### config.mk
export PLATFORM = sky130hd
export DESIGN_NAME = oam_dma_arbiter_flat
export DESIGN_NICKNAME = d
export VERILOG_FILES = /design/src/rtl/oam_dma_arbiter_if.sv /design/src/rtl/oam_dma_arbiter.sv /design/src/flat_wrapper.sv
export SDC_FILE = /design/constraint.sdc
export NUM_CORES = 1
export LEC_CHECK = 0
export ABC_AREA = 1
export CAP_MARGIN = 0
export CORE_AREA = 2 2 57 112
export CTS_CLUSTER_SIZE = 8
export DETAILED_ROUTE_END_ITERATION = 8
export DIE_AREA = 0 0 59 114
export HOLD_SLACK_MARGIN = 0.15
export PLACE_DENSITY = 0.76
export SYNTH_ARGS = -nofsm -noshare
export SYNTH_HDL_FRONTEND = slang
export SYNTH_SLANG_ARGS = --single-unit
### constraint.sdc
create_clock -name clk -period 1.48 [get_ports clk]
set_input_delay 0.296 -clock clk [delete_from_list [all_inputs] [get_ports clk]]
set_output_delay 0.296 -clock clk [all_outputs]
set_load 0.05 [all_outputs]
### src/rtl/oam_dma_arbiter_if.sv
// CPU-side, main-bus, high-bus and OAM write signals of the OAM DMA arbiter.
// master is the arbiter's view; slave is the surrounding system's view.
interface oam_dma_arbiter_if;
    logic [15:0] cpu_addr;
    logic        cpu_enable;
    logic        cpu_write;
    logic [7:0]  cpu_wdata;
    logic [7:0]  cpu_rdata;
    logic [15:0] bus_addr;
    logic        bus_enable;
    logic        bus_write;
    logic [7:0]  bus_wdata;
    logic [7:0]  bus_rdata;
    logic [7:0]  hi_addr;
    logic        hi_enable;
    logic        hi_write;
    logic [7:0]  hi_wdata;
    logic [7:0]  hi_rdata;
    logic [7:0]  oam_addr;
    logic        oam_write;
    logic [7:0]  oam_wdata;
    logic        dma_active;

    modport master (
        input  cpu_addr, cpu_enable, cpu_write, cpu_wdata, bus_rdata, hi_rdata,
        output cpu_rdata, bus_addr, bus_enable, bus_write, bus_wdata,
               hi_addr, hi_enable, hi_write, hi_wdata,
               oam_addr, oam_write, oam_wdata, dma_active
    );

    modport slave (
        output cpu_addr, cpu_enable, cpu_write, cpu_wdata, bus_rdata, hi_rdata,
        input  cpu_rdata, bus_addr, bus_enable, bus_write, bus_wdata,
               hi_addr, hi_enable, hi_write, hi_wdata,
               oam_addr, oam_write, oam_wdata, dma_active
    );
endinterface

### src/rtl/oam_dma_arbiter.sv
// FF46 OAM DMA engine and CPU bus router: one byte per 4-clk M-cycle, DMA_LEN+1 M-cycles per copy, CPU never stalled.
// Main-bus CPU accesses are silently blocked during DMA; OAM_DMA_BUS_CONFLICT_EN makes blocked reads return the DMA byte.
module oam_dma_arbiter #(
    parameter int DMA_LEN = 160
) (
    input  logic               clk,
    input  logic               reset,
    oam_dma_arbiter_if.master  io
);
    typedef enum logic [1:0] {ST_IDLE, ST_START, ST_XFER} state_t;

    localparam logic [7:0] LAST_IDX = 8'(DMA_LEN - 1);

    state_t     state_q, state_d;
    logic [1:0] t_q, t_d;
    logic [7:0] reg_q, reg_d;
    logic [7:0] src_q, src_d;
    logic [7:0] idx_q, idx_d;
    logic       act_q, act_d;

    logic       hi_sel;
    logic       ff46_sel;
    logic       ff46_wr;
    logic       t3;
    logic       dma_on;
    logic [7:0] src_eff;
    logic [7:0] blocked_rdata;

    assign t3       = (t_q == 2'd3);
    assign hi_sel   = (io.cpu_addr[15:8] == 8'hFF);
    assign ff46_sel = (io.cpu_addr == 16'hFF46);
    assign ff46_wr  = io.cpu_enable & io.cpu_write & ff46_sel & t3;
    // Reset takes the bus back in the same clk it is asserted.
    assign dma_on   = act_q & ~reset;
    assign src_eff  = (src_q >= 8'hE0) ? (src_q - 8'h20) : src_q;

`ifdef OAM_DMA_BUS_CONFLICT_EN
    assign blocked_rdata = io.bus_rdata;
`else
    assign blocked_rdata = 8'hFF;
`endif

    always_comb begin
        t_d     = t_q + 2'd1;
        state_d = state_q;
        reg_d   = reg_q;
        src_d   = src_q;
        idx_d   = idx_q;
        act_d   = act_q;
        if (t3) begin
            // A running copy keeps advancing even through a restart's START M-cycle.
            if (act_q) begin
                if (idx_q == LAST_IDX) begin
                    act_d = 1'b0;
                end else begin
                    idx_d = idx_q + 8'd1;
                end
            end
            if (ff46_wr) begin
                reg_d   = io.cpu_wdata;
                state_d = ST_START;
            end else if (state_q == ST_START) begin
                state_d = ST_XFER;
                src_d   = reg_q;
                idx_d   = 8'd0;
                act_d   = 1'b1;
            end else if ((state_q == ST_XFER) && (idx_q == LAST_IDX)) begin
                state_d = ST_IDLE;
            end
        end
    end

    always_ff @(posedge clk) begin
        if (reset) begin
            t_q     <= 2'd0;
            state_q <= ST_IDLE;
            reg_q   <= 8'd0;
            src_q   <= 8'd0;
            idx_q   <= 8'd0;
            act_q   <= 1'b0;
        end else begin
            t_q     <= t_d;
            state_q <= state_d;
            reg_q   <= reg_d;
            src_q   <= src_d;
            idx_q   <= idx_d;
            act_q   <= act_d;
        end
    end

    assign io.dma_active = act_q;
    assign io.oam_addr   = idx_q;
    assign io.oam_write  = dma_on & t3;
    assign io.oam_wdata  = dma_on ? io.bus_rdata : 8'h00;

    assign io.hi_addr   = io.cpu_addr[7:0];
    assign io.hi_wdata  = io.cpu_wdata;
    assign io.hi_enable = io.cpu_enable & hi_sel & ~ff46_sel;
    assign io.hi_write  = io.cpu_write & hi_sel & ~ff46_sel;

    always_comb begin
        io.bus_addr   = io.cpu_addr;
        io.bus_enable = io.cpu_enable & ~hi_sel;
        io.bus_write  = io.cpu_write & ~hi_sel;
        io.bus_wdata  = io.cpu_wdata;
        if (dma_on) begin
            io.bus_addr   = {src_eff, idx_q};
            io.bus_enable = 1'b1;
            io.bus_write  = 1'b0;
            io.bus_wdata  = 8'h00;
        end
    end

    always_comb begin
        io.cpu_rdata = io.bus_rdata;
        if (ff46_sel) begin
            io.cpu_rdata = reg_q;
        end else if (hi_sel) begin
            io.cpu_rdata = io.hi_rdata;
        end else if (dma_on) begin
            io.cpu_rdata = blocked_rdata;
        end
    end
endmodule
### src/flat_wrapper.sv
// flat-port wrapper written by rule: the top's interface ports become plain ports
module oam_dma_arbiter_flat 
#(
    parameter int DMA_LEN = 160
)
  (clk, reset, io_cpu_addr, io_cpu_enable, io_cpu_write, io_cpu_wdata, io_bus_rdata, io_hi_rdata, io_cpu_rdata, io_bus_addr, io_bus_enable, io_bus_write, io_bus_wdata, io_hi_addr, io_hi_enable, io_hi_write, io_hi_wdata, io_oam_addr, io_oam_write, io_oam_wdata, io_dma_active);
  oam_dma_arbiter_if io_i ();
  input  logic clk;
  input  logic reset;
  input wire logic [$bits(io_i.cpu_addr)-1:0] io_cpu_addr;
  input wire logic [$bits(io_i.cpu_enable)-1:0] io_cpu_enable;
  input wire logic [$bits(io_i.cpu_write)-1:0] io_cpu_write;
  input wire logic [$bits(io_i.cpu_wdata)-1:0] io_cpu_wdata;
  input wire logic [$bits(io_i.bus_rdata)-1:0] io_bus_rdata;
  input wire logic [$bits(io_i.hi_rdata)-1:0] io_hi_rdata;
  output wire logic [$bits(io_i.cpu_rdata)-1:0] io_cpu_rdata;
  output wire logic [$bits(io_i.bus_addr)-1:0] io_bus_addr;
  output wire logic [$bits(io_i.bus_enable)-1:0] io_bus_enable;
  output wire logic [$bits(io_i.bus_write)-1:0] io_bus_write;
  output wire logic [$bits(io_i.bus_wdata)-1:0] io_bus_wdata;
  output wire logic [$bits(io_i.hi_addr)-1:0] io_hi_addr;
  output wire logic [$bits(io_i.hi_enable)-1:0] io_hi_enable;
  output wire logic [$bits(io_i.hi_write)-1:0] io_hi_write;
  output wire logic [$bits(io_i.hi_wdata)-1:0] io_hi_wdata;
  output wire logic [$bits(io_i.oam_addr)-1:0] io_oam_addr;
  output wire logic [$bits(io_i.oam_write)-1:0] io_oam_write;
  output wire logic [$bits(io_i.oam_wdata)-1:0] io_oam_wdata;
  output wire logic [$bits(io_i.dma_active)-1:0] io_dma_active;
  assign io_i.cpu_addr = io_cpu_addr;
  assign io_i.cpu_enable = io_cpu_enable;
  assign io_i.cpu_write = io_cpu_write;
  assign io_i.cpu_wdata = io_cpu_wdata;
  assign io_i.bus_rdata = io_bus_rdata;
  assign io_i.hi_rdata = io_hi_rdata;
  assign io_cpu_rdata = io_i.cpu_rdata;
  assign io_bus_addr = io_i.bus_addr;
  assign io_bus_enable = io_i.bus_enable;
  assign io_bus_write = io_i.bus_write;
  assign io_bus_wdata = io_i.bus_wdata;
  assign io_hi_addr = io_i.hi_addr;
  assign io_hi_enable = io_i.hi_enable;
  assign io_hi_write = io_i.hi_write;
  assign io_hi_wdata = io_i.hi_wdata;
  assign io_oam_addr = io_i.oam_addr;
  assign io_oam_write = io_i.oam_write;
  assign io_oam_wdata = io_i.oam_wdata;
  assign io_dma_active = io_i.dma_active;
  oam_dma_arbiter #(.DMA_LEN(DMA_LEN)) u_core (.clk(clk), .reset(reset), .io(io_i));
endmodule
== After elaboration in Yosys (flattened, before gate mapping) ==
Index checks and enable logic that the tools add are counted.

* Register bits after elaboration: 29
* Input port bits: 44
* Output and inout port bits: 70

* $add $sub $neg: 3
* Order comparisons: 1
* Equal/unequal tests: 6
* Multiplexer cells: 20
* Bitwise operators: 15
* Reductions and logical operators: 5

{| class="wikitable"
|+ Operators by type and width
! kind !! count
|-
| $mux W8 || 10
|-
| $eq A16 B16 Y1 const B || 1
|-
| $eq A8 B8 Y1 const B || 2
|-
| $mux W16 || 1
|-
| $and A1 B1 Y1 || 11
|-
| $add A8 B1 Y8 const B || 1
|-
| $ge A8 B8 Y1 const B || 1
|-
| $sub A8 B6 Y8 const B || 1
|-
| $mux W1 || 6
|-
| $mux W2 || 3
|-
| $eq A2 B2 Y1 const B || 2
|-
| $not A1 Y1 || 4
|-
| $reduce_and A2 Y1 || 2
|-
| $reduce_and A3 Y1 || 1
|-
| $reduce_bool A3 Y1 || 1
|-
| $add A2 B1 Y2 const B || 1
|-
| $eq A2 B1 Y1 const B || 1
|-
| $logic_and A1 B1 Y1 || 1
|}

== Logic depth before layout (Yosys ltp) ==
Gate-level depths: netlist of the first run.

* Word-level depth: 5
* Depth in mapped cells: 9

== Worst setup path after synthesis of the first run ==
OpenSTA, ideal clock, no wires.

* Kind: register to output
* From: register u_core.act_q, in the netlist u_core.io.dma_active
* To: output port io_bus_addr[13]
* Data arrival time: 2.441 ns
* Required time: 1.184 ns
* Path slack: -1.257 ns
* Cell stages (with the launch flop): 6
* Path buffers: 1
* Path through: dfxtp_1 > inv_1 > nor2_4 > inv_2 > clkbuf_1 > o21ai_0

* Word-level cells in the longest chain between the ends: 2

{| class="wikitable"
|+ RTL lines
! element !! RTL line !! RTL
|-
| from (decl) || oam_dma_arbiter.sv:19 || <nowiki>logic act_q, act_d;</nowiki>
|-
| from (signal assigned) || oam_dma_arbiter.sv:87 || <nowiki>act_q <= act_d;</nowiki>
|-
| $and A1 B1 Y1 || oam_dma_arbiter.sv:34 || <nowiki>assign dma_on = act_q & ~reset;</nowiki>
|-
| $mux W16 || oam_dma_arbiter.sv:106 || <nowiki>if (dma_on) begin</nowiki>
|-
| to (decl) || flat_wrapper.sv:17 || <nowiki>output wire logic [$bits(io_i.bus_addr)-1:0] io_bus_addr;</nowiki>
|}

No other way between the ends.

== Worst setup path in the final report of the first run ==
* From: register u_core.act_q, in the netlist u_core.io.dma_active
* To: output port io_cpu_rdata[0]

* Word-level cells in the longest chain between the ends: 4

{| class="wikitable"
|+ RTL lines
! element !! RTL line !! RTL
|-
| $and A1 B1 Y1 || oam_dma_arbiter.sv:34 ||
|-
| $mux W8 || oam_dma_arbiter.sv:120 || <nowiki>end else if (dma_on) begin</nowiki>
|-
| $mux W8 || oam_dma_arbiter.sv:118 || <nowiki>end else if (hi_sel) begin</nowiki>
|-
| $mux W8 || oam_dma_arbiter.sv:116 || <nowiki>if (ff46_sel) begin</nowiki>
|-
| to (decl) || flat_wrapper.sv:16 || <nowiki>output wire logic [$bits(io_i.cpu_rdata)-1:0] io_cpu_rdata;</nowiki>
|}

No other way between the ends.

==> summary.txt, run 1 <==
Critical path
  • Critical path arrival: 1500 ps
  • Kind of critical path: flop to primary output
  • Worst endpoint required time: 1180 ps
  • R2R Path End: u_core.src_q[6]
  • Buf/Inv on CP: 4
  • CP top delay family: buffers and inverters
  • CP endpoint: io_cpu_rdata[0]
  • Crit Reg-Reg Startpoint: u_core.t_q[1]
  • CP startpoint: u_core.io.dma_active
  • Worst setup SP type: flop
  • Crit-path most repeated cell: buf_12
  • Max FO, Critical Path: 10
  • Crit-path cells: inv_4 -> nor2_4 -> buf_12 -> nor3_1 -> buf_4 -> o22ai_4 -> buf_12
  • CP Capture Type: primary output
  • Stages on worst setup path: 7
  • Reg2Reg Depth: 8
  • CP max stage cell: dfxtp_4
  • Crit-path max cell delay: 360 ps
  • Worst R2R Setup Slack: -40 ps

GRT
  • First-pass GRT wire length: 15200 um
  • Initial antenna violation count: 0
  • Largest net degree at the start of global routing: 21
  • Number of global-route vias before repair: 3082
  • Total gr overflow: 0
  • Total Routing Usage GR: 30.1%

Synthesis
  • Synthesized area per cell: 6.18 um2
  • Top cell type's share of synthesized area: 29.0%
  • Synth top cells by count: 63 x nand2_1, 53 x inv_1, 38 x nor2_1
  • Synth unique cells: 24
  • Sequential area share after synthesis: 29.0%
  • Cell with the most instances after synthesis: nand2_1
  • Area contributors post-synth: dfxtp_1 29%, nand2_1 12%, inv_1 9.9%
  • Number of synthesized flops with an enable pin: 0
  • Synth Flop Type: dfxtp_1
  • Net Count, Synth: 371
  • Mapped cell area: 2000 um2
  • Cell type with the largest total area after synthesis: dfxtp_1
  • Synth warn: 0
  • Share of flip-flops with an asynchronous set or reset: 0%
  • FF+latch count, synth: 29
  • Cells after Synth: 324

Floorplan
  • Die Ht: 114 um
  • # rows: 40
  • Die width: 59 um
  • Die Area: 6730 um2
  • Initial core utilization: 33.9%
  • Core box area: 5910 um2
  • I/O pin cnt: 114

Clock network
  • Clock tree buffer depth: 2
  • CTS Sinks: 29
  • Worst-path clk slew: 50 ps
  • Number of buffers created by CTS: 5
  • CTS Root Cell: clkbuf_16
  • Htree depth: 2
  • TritonCTS clock tree: yes
  • Clk Latency, worst-skew pair: 290 ps
  • Hold Buf Count CTS: 0

Placement
  • Routability congestion estimate: 0.822
  • Detailed Place HPWL: 6360 um
  • Post-Place Cells: 534
  • Port buffer count: 113

Run status
  • Failing checks: negative setup slack
  • Status: finished, violations left

Route
  • Initial DRC count: 207
  • Via count: 3122
  • Antenna-violating nets left: 0
  • Remaining DRCs: 0
  • Post-Route WL: 11500 um
  • DR pass1 iterations: 5
  • Vias per inst: 5.64
  • Routed length per instance: 20.7 um

Power
  • Clock share of power: 36.1%
  • Pwr Density: 540 nW/um2
  • Sw Ratio: 32.5%
  • Internal power: 1880 uW
  • Worst VDD drop: 0.877 mV
  • Switch Pwr: 904 uW
  • Leak: 0.00215 uW
  • Reg power frac: 28.3%
  • Comb power frac: 35.6%

STA
  • Tcrit/Tclk final: 121%
  • Setup TNS: -10350 ps
  • Hold Vio Cnt, Final: 0
  • Max Slew Vio Count: 0
  • Fmax: 557 MHz
  • Clock Skew: 14.4 ps
  • Worst-case hold slack: 425 ps
  • Worst-Margin Slew: 379 ps
  • Slew margin rel.: 74.6%
  • Final setup vio count: 51
  • RSZ-0062 raised after global routing: true
  • Final worst slack: -314 ps
  • Final Critical Period: 1790 ps

Final layout
  • Area growth, synth to finish: 157%
  • Antenna diodes: 0
  • Post-route insts no fill: 554
  • Share of cells above drive strength 1: 58.9%
  • Final net count: 537

Job
  • Max Cap Viol: 0

Worst hold path
  • Min-delay worst type: flop to flop
==> state kept, by name, indices dropped and copies added, names as in the netlist <==
signal and cells:
u_core.io.oam_addr 8, u_core.reg_q 8, u_core.src_q 8, u_core.state_q 2, u_core.t_q 2, u_core.io.dma_active 1
==> logic make-up (layout without fill, tap and decap cells) <==
logic type / Yosys count / in the layout / share of synthesized area (%)
AO/OA/AOI/OAI: 66 / 66 / 17.3
XOR/XNOR: 2 / 2 / 0.875
adder cells (fa/ha/maj): 3 / 3 / 1.88
buffers and inverters: 84 / 249 / 19.9
flip-flops: 29 / 29 / 29.0
AND/OR/NAND/NOR: 140 / 142 / 31.0
==> cell usage in the layout, fill, tap and decap left out, types with 3 or more instances in the layout <==
| cell | Yosys | layout |
|---|---|---|
| o21ai_4 | 0 | 18 |
| buf_4 | 16 | 58 |
| buf_2 | 1 | 5 |
| nor2_1 | 38 | 15 |
| nand3_1 | 20 | 12 |
| nand2_1 | 63 | 42 |
| buf_6 | 3 | 20 |
| o21ai_2 | 0 | 6 |
| nand2_2 | 2 | 16 |
| clkbuf_16 | 0 | 6 |
| buf_12 | 0 | 65 |
| ha_4 | 0 | 3 |
| a21oi_1 | 17 | 14 |
| nor3_2 | 1 | 4 |
| nand3_2 | 0 | 7 |
| dfxtp_2 | 0 | 7 |
| dfxtp_4 | 0 | 3 |
| nor3_4 | 1 | 4 |
| nor2_2 | 0 | 10 |
| dfxtp_1 | 29 | 19 |
| buf_8 | 0 | 8 |
| nand2_4 | 1 | 7 |
| o211ai_1 | 5 | 5 |
| clkdlybuf4s50_1 | 0 | 24 |
| nor2_4 | 3 | 17 |
| inv_2 | 3 | 8 |
| inv_1 | 53 | 44 |
| o21ai_0 | 34 | 7 |
| a21oi_2 | 0 | 3 |
| o21ai_1 | 7 | 10 |
| nor3_1 | 9 | 3 |
| o22ai_4 | 0 | 3 |
==> worst min path at each step <==
stage / startpoint / cells after the start / to
finish: u_core.t_q[0] / 1 / u_core.t_q[0]
global route: u_core.t_q[0] / 1 / u_core.t_q[0]
CTS: u_core.t_q[0] / 1 / u_core.t_q[0]
detailed placement: u_core.t_q[0] / 1 / u_core.t_q[0]
global placement: u_core.t_q[0] / 1 / u_core.t_q[0]
floorplan: u_core.t_q[0] / 1 / u_core.t_q[0]
==> power groups by stage <==
stage / combinational, uW / sequential (uW) / clock (uW)
5_1_grt: 1030 / 787 / 1030
6_report: 992 / 787 / 1000
2_1_floorplan: 449 / 799 / 0
4_1_cts: 956 / 783 / 971
3_5_place_dp: 938 / 799 / 0
3_3_place_gp: 924 / 799 / 0
==> layer usage <==
metal  up-vias  share of wire [%]  global-route usage (%)
met5         -                  0                       0
met2       240                 55                    56.9
met1      1468                 32                    28.9
li1       1350                  -                       -
met4         0                5.3                    16.5
met3        64                8.0                    5.22
==> metrics by stage <==
step	instance area [um2]	power (uW)	worst slack, ps	utilization, %
after floorplan	2530	1250	-172	-
after global placement	4530	1720	-784	76.8
after detailed placement	4530	1740	-806	76.8
after CTS	4890	2710	-295	82.7
after global routing	5150	2840	-344	87.3
final	5150	2780	-314	87.3
==> cell type report <==
cell class,instances,area [um2]
Fill cell,249,751
Sequential cell,29,601
Clock buffer,5,125
Clock inverter,3,17.5
Inverter,56,230
Timing Repair Buffer,184,2400
Multi-Input combinational cell,213,1680
Timing Repair inverter,1,16.3
Tap cell,63,78.8
==> repair_timing <==
action	CTS	global route
buffers inserted	5	3
endpoints found under the setup margin	72	71
gates cloned	3	1
pin swaps	25	18
gates resized for setup	132	57
(Power assumes the default switching activity.)
==> inputs of run 2 (changes only) <==
Settings changed: HOLD_SLACK_MARGIN 0.15 to default.
==> results of run 2 <==
Final layout, timing and power as in run 1 (identical DEF).
==> inputs of run 3 (changes only) <==
Settings changed: CORE_AREA 2 2 57 112 to 2 2 55 108, DIE_AREA 0 0 59 114 to 0 0 57 110, DONT_BUFFER_PORTS from default to 1, PLACE_DENSITY 0.76 to default, REMOVE_ABC_BUFFERS from default to 1.
==> run 3 against run 2 <==
The flow still finishes with violations (negative setup slack). Clock skew down 12 ps. Global-route usage decreased by 9.5 points. Worst setup slack better by 95 ps. Largest power group is now registers. Sequential cell count stayed put. Via count fell by 27%. Critical path type unchanged. Sequential power grew 0.5%. First-iteration DRC count shrank 70%. Maximum frequency increased by 5.6%. Wire length fell by 42%. Largest cell class is now multi-input combinational cells. Hold slack worse by 350 ps. Utilization decreased by 28 points.
==> summary.txt, run 3 (synthesized netlist as in run 1, its figures left out) <==
Floorplan
  • Die Area: 6270 um2
  • Core box area: 5420 um2
  • Die Ht: 110 um
  • I/O pin cnt: 114
  • Die width: 57 um
  • # rows: 38
  • Initial core utilization: 36.9%

Worst hold path
  • Worst hold path depth: 1
  • Endpoint, Worst Hold: u_core.t_q[1]
  • Min-delay worst type: primary input to flop
  • HP Start: reset

Critical path
  • Kind of critical path: flop to primary output
  • Critical path arrival: 1400 ps
  • Worst endpoint required time: 1180 ps
  • R2R Path End: u_core.src_q[6]
  • Crit-path max cell delay: 330 ps
  • Max FO, Critical Path: 12
  • CP max stage cell: dfxtp_2
  • Crit-path cells: inv_2 -> nor2_4 -> inv_6 -> nand3_1 -> o211ai_1 -> o21ai_1 -> buf_12
  • CP Capture Type: primary output
  • Reg2Reg Depth: 8
  • Worst setup SP type: flop
  • Worst R2R Setup Slack: 90 ps
  • Crit Reg-Reg Startpoint: u_core.t_q[0]

Final layout
  • Most frequent cells in the layout: 62 x nand2_1, 49 x inv_1, 39 x buf_4, 39 x buf_6, 26 x nor2_1
  • Filler cells: 510
  • Most common cell after layout, fill and taps aside: nand2_1
  • Post-route insts no fill: 454
  • Share of cells above drive strength 1: 39.8%
  • Final net count: 441
  • Area growth, synth to finish: 59.7%
  • Antenna diodes: 0

STA
  • Final Critical Period: 1700 ps
  • RSZ-0062 raised after global routing: true
  • Hold Vio Cnt, Final: 0
  • Slew margin rel.: 80.2%
  • Max Slew Vio Count: 0
  • Tcrit/Tclk final: 115%
  • Fmax: 589 MHz
  • Clock Skew: 2.24 ps
  • Final worst slack: -219 ps
  • Setup TNS: -6640 ps
  • Final setup vio count: 45
  • Worst-Margin Slew: 297 ps

Route
  • DR pass1 iterations: 4
  • Antenna-violating nets left: 0
  • Routed length per instance: 14.6 um
  • Remaining DRCs: 0
  • Via count: 2285
  • Post-Route WL: 6620 um
  • Initial DRC count: 62
  • Vias per inst: 5.03

Run status
  • Failing checks: negative setup slack
  • Status: finished, violations left

Placement
  • Detailed Place HPWL: 4870 um
  • Routability congestion estimate: 0.789
  • Port buffer count: 0
  • Post-Place Cells: 434

Power
  • Worst VDD drop: 0.610 mV
  • Leak: 0.00137 uW
  • Pwr Density: 602 nW/um2

Clock network
  • CTS Sinks: 29
  • Worst-path clk slew: 60 ps
  • Htree depth: 2
  • Hold Buf Count CTS: 0
  • Number of buffers created by CTS: 5
  • Clock tree buffer depth: 2
  • Clk Latency, worst-skew pair: 280 ps
  • TritonCTS clock tree: yes
  • CTS Root Cell: clkbuf_8

GRT
  • First-pass GRT wire length: 10000 um
  • Total Routing Usage GR: 20.6%
  • Total gr overflow: 0
  • Largest net degree at the start of global routing: 17
  • Initial antenna violation count: 0
  • Number of global-route vias before repair: 2240

Job
  • Max Cap Viol: 0
==> run 3: cell count changes in the layout (fill, tap and decap cells not counted), sizes merged <==
cell	delta
buf	-66
clkdlybuf4s50	-24
clkinv	-2
dlygate4sd2	-2
inv	-2
clkbuf	+1
dlymetal6s2s	-1
nand2	-1
==> run 3: layer usage <==
layer / wire length (um) / GRT usage, % / vias to the layer above
met3: 354 / 4.90 / 9
met4: 125 / 7.64 / 0
met1: 2160 / 18.6 / 1061
li1: - / - / 1145
met2: 3980 / 42.1 / 70
met5: 0 / 0 / -
==> run 3: worst max-delay path, delay by kind of cell (launching register included) <==
kind	cells	cell delay, ps
simple gates	2	240
buf+inv	3	310
compound gates	2	230
flops	1	330
==> run 3: how the worst max path moves through the flow <==
stage | start | endpoint | slack [ps] | depth (start not counted)
2_1_floorplan | u_core.io.dma_active | io_bus_addr[13] | -1390 | 4
3_3_place_gp | io_cpu_addr[2] | io_cpu_rdata[6] | -270 | 8
3_5_place_dp | io_cpu_addr[2] | io_cpu_rdata[6] | -280 | 8
4_1_cts | u_core.io.dma_active | io_cpu_rdata[0] | -260 | 6
5_1_grt | u_core.io.dma_active | io_cpu_rdata[3] | -320 | 7
6_report | u_core.io.dma_active | io_cpu_rdata[4] | -220 | 7
==> run 3: where the power goes <==
group | switching (uW) | leakage (uW) | internal (uW)
Combinational | 294 | 0.00109 | 183
Clock | 288 | 0.0000443 | 368
Sequential | 4.34 | 0.000236 | 787
==> run 3: cell type report <==
cell class              instances  area (um2)  share of cell area, %
well taps                      60        75.1                   2.35
flip-flops and latches         29         587                   18.4
multi-input cells             212        1260                   39.6
clock buffers                   7        86.3                   2.70
repair buffers                 90         962                   30.1
inverters                      56         221                   6.93
==> run 3: metrics by stage <==
step	instance area (um2)	hold WS, ps	utilization [%]	worst slack [ps]	power, uW
after global routing	3200	64.2	59.0	-316	2000
final	3200	76.3	59.0	-219	1920
after floorplan	1810	365	-	-1390	1070
after detailed placement	2600	372	47.9	-283	1220
after CTS	3010	74.8	55.6	-263	1910
after global placement	2600	371	47.9	-273	1220
==> run 3: what timing repair did <==
item | in CTS | in global routing
buffers inserted | 6 | 7
pin swaps | 8 | 21
gates resized for setup | 77 | 38
gates cloned | 1 | 0
endpoints found under the setup margin | 55 | 71
